`src/rtl/exu_div_iter_pkg.sv`:
```
// Shared types and constants for the iterative divider.
package exu_div_iter_pkg;

    localparam int XLEN                = 32;
    localparam int REG_FILE_ADDR_WIDTH = 5;
    localparam int TAG_W               = 4;
    localparam int DIV_CNT_W           = $clog2(XLEN) + 1;

    // Most negative signed value; dividend half of the signed-overflow case.
    localparam logic [XLEN-1:0] XLEN_MIN = {1'b1, {(XLEN-1){1'b0}}};

    typedef enum logic [1:0] {
        DIV_IDLE,
        DIV_CALC,
        DIV_FIX,
        DIV_DONE
    } div_state_t;

    typedef struct packed {
        logic [XLEN-1:0]                rs1_data;
        logic [XLEN-1:0]                rs2_data;
        logic                           is_signed;
        logic                           is_rem;
        logic [REG_FILE_ADDR_WIDTH-1:0] rd_addr;
        logic [TAG_W-1:0]               instr_tag;
    } div_req_t;

    // Magnitude of an operand; only negates when the operation is signed.
    function automatic logic [XLEN-1:0] abs_val(input logic [XLEN-1:0] v,
                                                input logic            is_signed);
        return (is_signed && v[XLEN-1]) ? ('0 - v) : v;
    endfunction

endpackage

```
`src/rtl/exu_div_iter_div_step.sv`:
```
// One restoring-division iteration: shift in the next dividend bit and
// subtract the divisor when the partial remainder is large enough.
module exu_div_iter_div_step
    import exu_div_iter_pkg::*;
(
    input  logic [XLEN-1:0] rem_in,
    input  logic            dvd_msb,
    input  logic [XLEN-1:0] dvs,
    output logic [XLEN-1:0] rem_out,
    output logic            q_bit
);

    logic [XLEN:0] shifted;
    logic [XLEN:0] diff;

    // XLEN+1-bit trial subtract; a clear borrow bit means rem >= dvs.
    always_comb begin
        shifted = {rem_in, dvd_msb};
        diff    = shifted - {1'b0, dvs};
        q_bit   = ~diff[XLEN];
        rem_out = q_bit ? diff[XLEN-1:0] : shifted[XLEN-1:0];
    end

endmodule

```
`src/rtl/exu_div_iter.sv`:
```
// Iterative radix-2 restoring divider for DIV/DIVU/REM/REMU.
//
// Handshake: start is a strobe, taken only when the unit is IDLE and flush
// is low; while busy is high further starts are dropped. The result is a
// single-cycle wb_valid beat with no backpressure; wb_* hold their last
// value otherwise. flush returns to IDLE on the next edge and masks wb_valid
// in the same cycle.
module exu_div_iter
    import exu_div_iter_pkg::*;
#(
    parameter bit EARLY_OUT_EN = 1'b1
)(
    input  logic                           clk,
    input  logic                           rstn,
    input  logic                           start,
    input  logic                           flush,
    input  logic [XLEN-1:0]                rs1_data,
    input  logic [XLEN-1:0]                rs2_data,
    input  logic                           is_signed,
    input  logic                           is_rem,
    input  logic [REG_FILE_ADDR_WIDTH-1:0] rd_addr,
    input  logic [TAG_W-1:0]               instr_tag,
    output logic                           busy,
    output logic                           wb_valid,
    output logic [XLEN-1:0]                wb_data,
    output logic [REG_FILE_ADDR_WIDTH-1:0] wb_rd_addr,
    output logic [TAG_W-1:0]               wb_instr_tag,
    output div_state_t                     dbg_state
);

    div_state_t                     state_q, state_d;
    logic [DIV_CNT_W-1:0]           cnt_q;
    logic [XLEN-1:0]                dvd_q;     // dividend, becomes quotient
    logic [XLEN-1:0]                dvs_q;
    logic [XLEN-1:0]                rem_q;
    logic                           q_neg_q, r_neg_q, is_rem_q, dz_q;
    logic [REG_FILE_ADDR_WIDTH-1:0] rd_q;
    logic [TAG_W-1:0]               tag_q;

    div_req_t        req;
    logic            accept, sign1, sign2, dz, ovf, early;
    logic [XLEN-1:0] early_res, q_fix, r_fix, step_rem;
    logic            step_q;

    exu_div_iter_div_step u_step (
        .rem_in  (rem_q),
        .dvd_msb (dvd_q[XLEN-1]),
        .dvs     (dvs_q),
        .rem_out (step_rem),
        .q_bit   (step_q)
    );

    // Decode the incoming request and the special cases that bypass iteration.
    always_comb begin
        req       = '{rs1_data, rs2_data, is_signed, is_rem, rd_addr, instr_tag};
        accept    = (state_q == DIV_IDLE) && start && !flush;
        sign1     = req.is_signed && req.rs1_data[XLEN-1];
        sign2     = req.is_signed && req.rs2_data[XLEN-1];
        dz        = (req.rs2_data == '0);
        ovf       = req.is_signed && (req.rs1_data == XLEN_MIN) && (req.rs2_data == '1);
        early     = EARLY_OUT_EN && (dz || ovf);
        early_res = '0;
        if (dz)
            early_res = req.is_rem ? req.rs1_data : {XLEN{1'b1}};
        else
            early_res = req.is_rem ? '0 : XLEN_MIN;
        // Divide-by-zero quotient is forced; the remainder path already
        // reproduces rs1 because its sign follows the dividend.
        q_fix = dz_q ? {XLEN{1'b1}} : (q_neg_q ? ('0 - dvd_q) : dvd_q);
        r_fix = r_neg_q ? ('0 - rem_q) : rem_q;
    end

    // State register.
    always_ff @(posedge clk or negedge rstn) begin
        if (!rstn) state_q <= DIV_IDLE;
        else       state_q <= state_d;
    end

    // Next-state and writeback strobe; flush overrides everything.
    always_comb begin
        state_d  = state_q;
        wb_valid = 1'b0;
        if (flush) begin
            state_d = DIV_IDLE;
        end else begin
            case (state_q)
                DIV_IDLE: if (start) state_d = early ? DIV_DONE : DIV_CALC;
                DIV_CALC: if (cnt_q == DIV_CNT_W'(XLEN - 1)) state_d = DIV_FIX;
                DIV_FIX:  state_d = DIV_DONE;
                DIV_DONE: begin
                    state_d  = DIV_IDLE;
                    wb_valid = (wb_rd_addr != '0);
                end
                default:  state_d = DIV_IDLE;
            endcase
        end
    end

    // Operand capture, per-cycle iteration and result registration.
    always_ff @(posedge clk or negedge rstn) begin
        if (!rstn) begin
            cnt_q        <= '0;
            dvd_q        <= '0;
            dvs_q        <= '0;
            rem_q        <= '0;
            q_neg_q      <= 1'b0;
            r_neg_q      <= 1'b0;
            is_rem_q     <= 1'b0;
            dz_q         <= 1'b0;
            rd_q         <= '0;
            tag_q        <= '0;
            wb_data      <= '0;
            wb_rd_addr   <= '0;
            wb_instr_tag <= '0;
        end else if (accept) begin
            cnt_q    <= '0;
            dvd_q    <= abs_val(req.rs1_data, req.is_signed);
            dvs_q    <= abs_val(req.rs2_data, req.is_signed);
            rem_q    <= '0;
            q_neg_q  <= sign1 ^ sign2;
            r_neg_q  <= sign1;
            is_rem_q <= req.is_rem;
            dz_q     <= dz;
            rd_q     <= req.rd_addr;
            tag_q    <= req.instr_tag;
            if (early) begin
                wb_data      <= early_res;
                wb_rd_addr   <= req.rd_addr;
                wb_instr_tag <= req.instr_tag;
            end
        end else if (!flush && state_q == DIV_CALC) begin
            rem_q <= step_rem;
            dvd_q <= {dvd_q[XLEN-2:0], step_q};
            cnt_q <= cnt_q + DIV_CNT_W'(1);
        end else if (!flush && state_q == DIV_FIX) begin
            wb_data      <= is_rem_q ? r_fix : q_fix;
            wb_rd_addr   <= rd_q;
            wb_instr_tag <= tag_q;
        end
    end

    assign busy      = (state_q != DIV_IDLE);
    assign dbg_state = state_q;

    // A start while busy is an issue-side protocol error; it is dropped here.
    cover property (@(posedge clk) disable iff (!rstn) (start && busy));

endmodule

```
`config.mk`:
```
export PLATFORM = sky130hd
export DESIGN_NAME = exu_div_iter
export DESIGN_NICKNAME = d
export VERILOG_FILES = /design/src/rtl/exu_div_iter_pkg.sv /design/src/rtl/exu_div_iter_div_step.sv /design/src/rtl/exu_div_iter.sv
export SDC_FILE = /design/constraint.sdc
export NUM_CORES = 1
export LEC_CHECK = 0
export CORE_MARGIN = 2
export CORE_UTILIZATION = 32
export DETAILED_ROUTE_END_ITERATION = 7
export PLACE_DENSITY = 0.59
export SLEW_MARGIN = 10
export SYNTH_ARGS = -nofsm -noshare
export SYNTH_HDL_FRONTEND = slang
export SYNTH_SLANG_ARGS = --single-unit
```
`constraint.sdc`:
```
create_clock -name clk -period 6.3 [get_ports clk]
set_input_delay 1.89 -clock clk [delete_from_list [all_inputs] [get_ports clk]]
set_output_delay 1.89 -clock clk [all_outputs]
set_load 0.02 [all_outputs]
```
# Word-level counts from Yosys, hierarchy flattened
# Cells that the tools add are included.
[classes]
eq_ne = 10
n_bitwise = 2
order_cmp = 0
shifts = 0
mul = 0
div = 0
reduce_logical = 18
n_addsub = 6
n_mux = 35
[op_table]
columns = ["op", "count"]
rows = [
  ["$mux 32", 18],
  ["$sub 1x32->32 const A", 4],
  ["$eq 32x32->1 const B", 2],
  ["$sub 33x32->33", 1],
  ["$logic_not 32->1", 1],
  ["$mux 5", 4],
  ["$mux 4", 4],
  ["$mux 6", 2],
  ["$logic_and 1x1->1", 8],
  ["$mux 2", 4],
  ["$pmux 2 s4", 1],
  ["$add 6x1->6 const B", 1],
  ["$eq 6x5->1 const B", 1],
  ["$ne 3x3->1 const B", 2],
  ["$reduce_bool 2->1", 3],
  ["$reduce_bool 5->1", 1],
  ["$eq 2x2->1 const B", 2],
  ["$reduce_and 3->1", 1],
  ["$eq 2x1->1 const B", 1],
  ["$logic_not 2->1", 1],
  ["$mux 1", 2],
  ["$ne 2x1->1 const B", 1],
  ["$ne 2x2->1 const B", 1],
  ["$reduce_and 2->1", 1],
  ["other kinds (4)", 4],
]
[word_totals]
memories = 0
latchBits = 0
output_inout_bits = 45
register_bits = 158
ramBits = 0
in_bits = 79
mem_bits_ro = 0
elab_cells = 85

# Longest topological paths before layout
# Gate-level depths: netlist of run 1.
[depth]
word_depth = 8
ltp_mapped = 13
depth_no_buf = 12

# Cells and area by module
# From an unflattened synthesis of run 1, not the netlist that was laid out.
[hier_totals]
hier_cells = 1516
area_unflattened_um2 = 12218.0
[by_module_without_submodules]
columns = ["module", "area_per_inst_um2", "cells_each", "instances", "seq_area_each_um2"]
rows = [
  ["exu_div_iter", 9900.7, 1207, 1, 3953.8],
  ["exu_div_iter_div_step", 2317.2, 309, 1, 0.0],
]

# Worst setup path before layout of run 1
# OpenSTA, ideal clock, no wires.
[synth_path]
path_type = "input -> output"
from = "input port flush"
to = "output port wb_valid"
path_buffers = 1
cell_stages = 2
arrival_ns = 2.617
path_slack_ns = 1.793
t_required_ns = 4.410
path_cell_list = "clkbuf_1 nor3b_1"
[synth_between]
elab_chain_cells = 1
[synth_rtl]
columns = ["item", "line_no", "source"]
rows = [
  ["from (decl)", "exu_div_iter.sv:16", "input logic flush,"],
  ["$mux 1", "exu_div_iter.sv:83", "if (flush) begin"],
  ["to (decl)", "exu_div_iter.sv:24", "output logic wb_valid,"],
]
# Every way passes these cells.

# Worst setup path in the final report of run 1
# Same ends and word-level chain as after synthesis.

==> results of run 1 <==
per-stage QoR:
stage	hold slack [ps]	worst slack, ps	cells
finish	470	977	1994
global route	495	874	1994
detailed placement	455	816	1962
global placement	451	866	1962
floorplan	436	1790	1438
CTS	473	973	1994
power by group:
group / internal [µW] / switching [µW] / total (µW) / leakage, µW
clock network: 643 / 488 / 1130 / 0.000307
registers: 1490 / 566 / 2060 / 0.00193
logic: 2060 / 2710 / 4780 / 0.00342
total: 4200 / 3770 / 7970 / 0.00566
routing by layer:
layer	vias to the layer above	share of wire
li1	5314	-
met1	5148	0.51
met2	340	0.43
met3	34	0.048
met4	0	0.013
met5	-	0
critical path, cell delays in order:
cell and delay (ps):
clkdlybuf4s50_1 630, nor3b_1 270, clkdlybuf4s50_1 630
how the worst min path moves through the flow:
stage / end / cells past startpoint / slack, ps
5_1_grt: tag_q[2] / 2 / 490
3_3_place_gp: rd_q[1] / 2 / 450
4_1_cts: tag_q[2] / 2 / 470
3_5_place_dp: tag_q[2] / 2 / 460
6_report: tag_q[2] / 2 / 470
2_1_floorplan: rd_q[0] / 2 / 440
area by class of cell:
type | count | area [µm²]
fill | 3695 | 22400
multi-input combinational | 1128 | 7240
inverter | 61 | 229
tap | 468 | 586
timing repair buffer | 147 | 1410
clock inverter | 14 | 194
sequential | 158 | 3950
clock buffer | 18 | 429
Yosys cell counts (all sizes together), types with 4 or more instances:
cell	number	area, µm²
o311ai	4	52.6
or3	13	81.3
a211oi	24	180
a31oi	62	413
and2	7	43.8
a21o	14	105
ha	42	526
o41ai	18	176
o21ai	126	642
nor2	124	465
o22ai	6	37.5
o21a	8	60.1
a21oi	73	365
buf	19	108
nand3	23	115
dfrtp	158	3950
nor4	21	131
mux2	11	124
xnor2	66	578
clkbuf	72	272
mux2i	25	250
nand2b	17	106
o211ai	9	67.6
or2	8	50.1
nand2	197	739
o31ai	27	203
and3	4	25.0
xor2	80	701
or4	14	113
inv	61	229
nand4	17	113
a221oi	4	35.0
nor3	19	118
a221o	23	230
nor2b	8	50.1
flip-flops by register name (all words and copies together), names as in the netlist:
| signal | cells |
|---|---|
| dz_q | 1 |
| dvd_q | 32 |
| dvs_q | 32 |
| r_neg_q | 1 |
| rd_q | 5 |
| wb_data | 32 |
| rem_q | 32 |
| cnt_q | 6 |
| wb_instr_tag | 4 |
| wb_rd_addr | 5 |
| is_rem_q | 1 |
| q_neg_q | 1 |
| dbg_state | 2 |
| tag_q | 4 |
cells by family after synthesis:
family / synth area share
AOI/OAI and AO/OA: 0.238
adders and majority gates: 0.0463
buffers and inverters: 0.0517
xor gates and xnor gates: 0.109
DFF: 0.336
and+or+nand+nor: 0.188
muxes: 0.0318
==> summary.md, run 1 <==
| Metric | Value |
|---|---|
| WL final | `36.0 mm` |
| Crit path time final | `around 5300 ps` |
| Port Buffer Count | `roughly 120` |
| Hold buffer count at cts | `0` |
| CTS buffer count | `17` |
| Core Footprint | `between 30000 and 40000 µm²` |
| Post-DRT Antenna Nets | `0` |
| Drt via density | `between 5 and 6` |
| Register area share after synthesis | `0.336` |
| Final setup skew | `between 15 and 20 ps` |
| Via count | `10836` |
| Synthesized instance count | `1438` |
| Most frequent cells in the layout | `197 x nand2_1, 158 x dfrtp_1, 125 x o21ai_0` |
| Number of flops mapped to enable cells by yosys | `0` |
| CP max FO | `10` |
| R2r startpoint | `rem_q[4]` |
| Postcts setup bufs | `0` |
| Gpl congestion | `approximately 0.9` |
| CP endpoint kind | `output port` |
| Syn Area/Cell | `8.19 µm²` |
| Die height | `around 200 µm` |
| RSZ-0062 raised after global routing | `false` |
| R2r setup slk | `roughly 2200 ps` |
| Met3 Usage GRT | `0.0234` |
| Vias in the first global route | `roughly 10000` |
| DRT iter0 DRCs | `971` |
| Commonest non-fill, non-tap cell in the layout | `nand2_1` |
| Met1 usage | `0.286` |
| Crit start category | `input port` |
| Max Transition Viols Final | `0` |
| Overall power | `~8000 µW` |
| Max Freq | `188 MHz` |
| CTS tree | `done` |
| Effective utilization at floorplan | `0.323` |
| Antenna Cells | `0` |
| Grt peak-use layer | `met2` |
| Max-capacitance violation count | `0` |
| Design area | `~14000 µm²` |
| Nets | `roughly 1600` |
| Worst hold path class | `reg2reg` |
| Yosys warnings | `0` |
| Die width | `196 µm` |
| Clk_lat worst skew | `around 440 ps` |
| DR WL/cell | `approximately 18 µm` |
| Final period util | `0.845` |
| Layout Utilization | `0.385` |
| Post-synthesis register bit count | `about 160` |
| Num Clock Sinks | `about 160` |
| Mapped Area | `about 12000 µm²` |
| Top-level I/O count | `around 120` |
| Initial antenna violation count | `0` |
| First-pass GRT wire length | `about 58 mm` |
| Crit path from | `flush` |
| # rows | `70` |
| Longest Clk Path Bufs | `2` |
| Fraction of registers with async set/reset | `1.00` |
| Worst path required time | `between 4000 and 5000 ps` |
| Arr. time, crit path | `approximately 3400 ps` |
| Leak | `~0.0057 µW` |
| Layout cell share with drive strength beyond 1 | `0.0629` |
| Most common flop cell mapped by yosys | `dfrtp_1` |
| Critical setup path kind | `in2out` |
| Synth Net Count | `around 1600` |
| CTS resizes | `0` |
| Layout area overhead | `19.3%` |
| Post-synth cell types | `65` |
| Critical R2R Capture | `rem_q[31]` |
| Worst-Margin Slew | `1110 ps` |
| Worst reg-to-reg path cell count | `10` |
| Reg clk slew, reported paths | `about 70 ps` |
| Status | `finished clean` |
| Pre-antenna DRT Iters | `6` |
| Peak VDD IR | `~310 µV` |
| CTS Root Cell | `clkbuf_16` |
| DRC | `0` |
| Die footprint | `roughly 38000 µm²` |
| Worst rel slew slack | `0.254` |
| Fin Setup TNS | `0 ps` |
| GR Overflow Total | `0` |
| Largest net degree at the start of global routing | `between 80 and 90` |
| Total GRT Usage | `0.190` |
| Met2 Use GR | `0.289` |
| Hold path start | `tag_q[2]` |
| Endpoints failing hold | `0` |
| Setup crit end | `wb_valid` |
| H-tree levels | `4` |
| Estimated wirelength of the detail-placed design | `around 27 mm` |
| Final setup fails | `0` |
| PwrDens | `approximately 570 nW/µm²` |
| Post-DP Area | `13400 µm²` |
(Power assumes the default switching activity.)
==> inputs of run 2 (changes only) <==
- PLACE_DENSITY: 0.59 -> 0.61
- clock period: 6.3 -> 4.7 ns (I/O delays scaled with it)
==> run 2 against run 1 <==
  * Cell count rose by 0.80%
  * Routed wire length rose by 0.76%
  * Clock skew shrank 5.0 ps
  * Die area unchanged
  * Worst setup slack got worse by 440 ps
  * Core utilization up 0.45 points
  * Non-clock buffer count is 16 higher
  * Largest power group unchanged
==> summary.md, run 2 (synthesis results as in run 1) <==
| Metric | Value |
|---|---|
| Worst-path cell chain | `clkdlybuf4s50_1 > or4_4 > or4_4 > nor3_4 > nand4_2 > nor3_4 > o21ba_4 > o21ai_4 > buf_12 > buf_12 > nor2_1 > a31oi_1` |
| CTS buffer count | `17 (unchanged)` |
| Nets | `1651 (+0.98%)` |
| Comb power frac | `0.607 (+0.007)` |
| Crit-path max cell delay | `570 ps (-60 ps)` |
| CTS Root Cell | `clkbuf_16` |
| NetSw | `5090 µW (+35%)` |
| Met2 WL | `16.0 mm (+3.6%)` |
| RSZ-0062 raised after global routing | `false` |
| Hold Path Depth | `2 (unchanged)` |
| DRC | `0 (unchanged)` |
| Worst path required time | `5060 ps (+650 ps)` |
| Fin Setup TNS | `0 ps (unchanged)` |
| Num Clock Sinks | `158 (unchanged)` |
| R2r startpoint | `dvd_q[31]` |
| Top-level I/O count | `124 (unchanged)` |
| Total GRT Usage | `0.190 (+0.000492)` |
| DR WL/cell | `18.0 µm (about the same)` |
| Reg clk slew, reported paths | `70 ps (about the same)` |
| Gpl congestion | `0.887 (-1.3%)` |
| Die footprint | `38300 µm² (unchanged)` |
| Commonest non-fill, non-tap cell in the layout | `nand2_1` |
| Critical setup path kind | `in2reg` |
| Estimated wirelength of the detail-placed design | `27.6 mm (+3.7%)` |
| Via count | `10962 (+1.2%)` |
| Post-DRT Antenna Nets | `0 (unchanged)` |
| Critical R2R Capture | `rem_q[30]` |
| Slowest stage cell on the critical path | `or4_4` |
| Hold buffer count at cts | `0 (unchanged)` |
| Status | `finished clean` |
| Worst hold path class | `reg2reg` |
| Postcts setup bufs | `0 (unchanged)` |
| Layout area overhead | `20.7%` |
| First-pass GRT wire length | `57.8 mm (-0.80%)` |
| Clock network power share | `0.135 (-0.007)` |
| Longest Clk Path Bufs | `2 (unchanged)` |
| Worst hold slack | `471 ps (+0.928 ps)` |
| Max Freq | `240 MHz` |
| Pre-antenna DRT Iters | `5 (-1)` |
| Sequential cell area | `3950 µm² (unchanged)` |
| Max Transition Viols Final | `0 (unchanged)` |
| Final setup fails | `0 (unchanged)` |
| Sequential share of power | `0.259 (about the same)` |
| Die width | `196 µm (unchanged)` |
| CP top delay family | `simple AND/OR/NAND/NOR gates` |
| Hold Path End | `tag_q[2]` |
| DR WL met3 | `1.88 mm (+8.6%)` |
| Final period util | `0.885` |
| CTS tree | `done` |
| Max-capacitance violation count | `0 (unchanged)` |
| Antenna Cells | `0 (unchanged)` |
| Die height | `196 µm (unchanged)` |
| Fin cells | `2010 (+0.80%)` |
| Core Footprint | `36400 µm² (unchanged)` |
| DRT iter0 DRCs | `879 (-9.5%)` |
| Internal power | `5600 µW (+33%)` |
| WL final | `36.2 mm (+0.76%)` |
| Placed insts | `1978 (+0.82%)` |
| Worst reg-to-reg path cell count | `12 (+2)` |
| Layout cell share with drive strength beyond 1 | `0.0733 (+0.0104)` |
| Initial antenna violation count | `0 (unchanged)` |
| Vias in the first global route | `10268 (-1.5%)` |
| Fill cells | `3667 (-0.76%)` |
| Pre-CTS setup slack | `107 ps (-708 ps)` |
| # rows | `70 (unchanged)` |
| Area of the multi-input gates | `7240 µm² (unchanged)` |
| H-tree levels | `4 (unchanged)` |
| Top sig layer | `met4` |
| Buf+Inv Stages, Crit Path | `3 (+1)` |
| Drt via density | `5.45 (+0.36%)` |
| Largest net degree at the start of global routing | `82 (-4.7%)` |
| CP endpoint kind | `register` |
| CP max FO | `28 (+18)` |
| PwrDens | `752 nW/µm² (+33%)` |
| Post-DP Area | `13600 µm² (+1.5%)` |
| Peak VDD IR | `324 µV (+4.4%)` |
| Port Buffer Count | `123 (unchanged)` |
| Arr. time, crit path | `4520 ps (+1090 ps)` |
| Hold path start | `tag_q[2]` |
| Most frequent cells in the layout | `197 x nand2_1, 158 x dfrtp_1, 125 x o21ai_0` |
| Clk_lat worst skew | `440 ps (about the same)` |
| CTS resizes | `0 (unchanged)` |
| Design area | `14200 µm² (+1.2%)` |
| Setup ws final | `541 ps (-437 ps)` |
| Worst rel slew slack | `0.386 (+0.132)` |
| Sw Share | `0.476 (+0.00276)` |
| Worst-Margin Slew | `909 ps (-199 ps)` |
| Effective utilization at floorplan | `0.323 (unchanged)` |
| Final setup skew | `10.9 ps (-4.95 ps)` |
| Crit path time final | `slightly above 4000 ps` |
| M1 WL | `17.8 mm (-2.9%)` |
| Endpoints failing hold | `0 (unchanged)` |
| GR Overflow Total | `0 (unchanged)` |
| Leak | `0.00574 µW (+1.4%)` |
| Crit start category | `input port` |
| R2r setup slk | `1040 ps (-1120 ps)` |
run 2: tightest hold or removal path, stage by stage (launching register included):
cell and delay, ps:
dfrtp_1 320, nand2_1 40, nand2_1 70
run 2: worst max-delay path by stage:
| stage | from | endpoint | slack, ps | cells after the start |
|---|---|---|---|---|
| global route | rs1_data[4] | wb_data[3] | 390 | 12 |
| floorplan | rs2_data[8] | wb_rd_addr[3] | 770 | 9 |
| finish | rs2_data[8] | wb_data[8] | 540 | 12 |
| global placement | rs2_data[8] | wb_rd_addr[2] | 130 | 10 |
| CTS | rs2_data[8] | wb_data[9] | 580 | 12 |
| detailed placement | rs2_data[8] | wb_instr_tag[1] | 110 | 10 |
run 2: cell type report:
| type | count | area share |
|---|---|---|
| Clock inverter | 15 | 0.0117 |
| Clock buffer | 17 | 0.0300 |
| Sequential cell | 158 | 0.278 |
| Timing Repair Buffer | 163 | 0.113 |
| Multi-Input combinational cell | 1128 | 0.509 |
| Tap cell | 468 | 0.0412 |
| Inverter | 61 | 0.0161 |
run 2: per-layer routing:
layer  up-vias  track usage
li1       5355            -
met2       322        0.296
met4         0       0.0519
met5         -            0
met3        36       0.0266
met1      5249        0.276
run 2: per-stage QoR:
stage / power, µW / utilization
6_report: 10700 / 0.390
2_1_floorplan: 7260 / -
3_3_place_gp: 9150 / 0.374
5_1_grt: 11600 / 0.390
3_5_place_dp: 9220 / 0.374
4_1_cts: 10700 / 0.390
run 2: power groups by stage:
stage | sequential (µW) | combinational [µW] | clock [µW]
final | 2760 | 6480 | 1440
after detailed placement | 2780 | 6450 | 0
after global routing | 2870 | 7180 | 1520
after floorplan | 2690 | 4570 | 0
after CTS | 2760 | 6470 | 1460
after global placement | 2760 | 6390 | 0
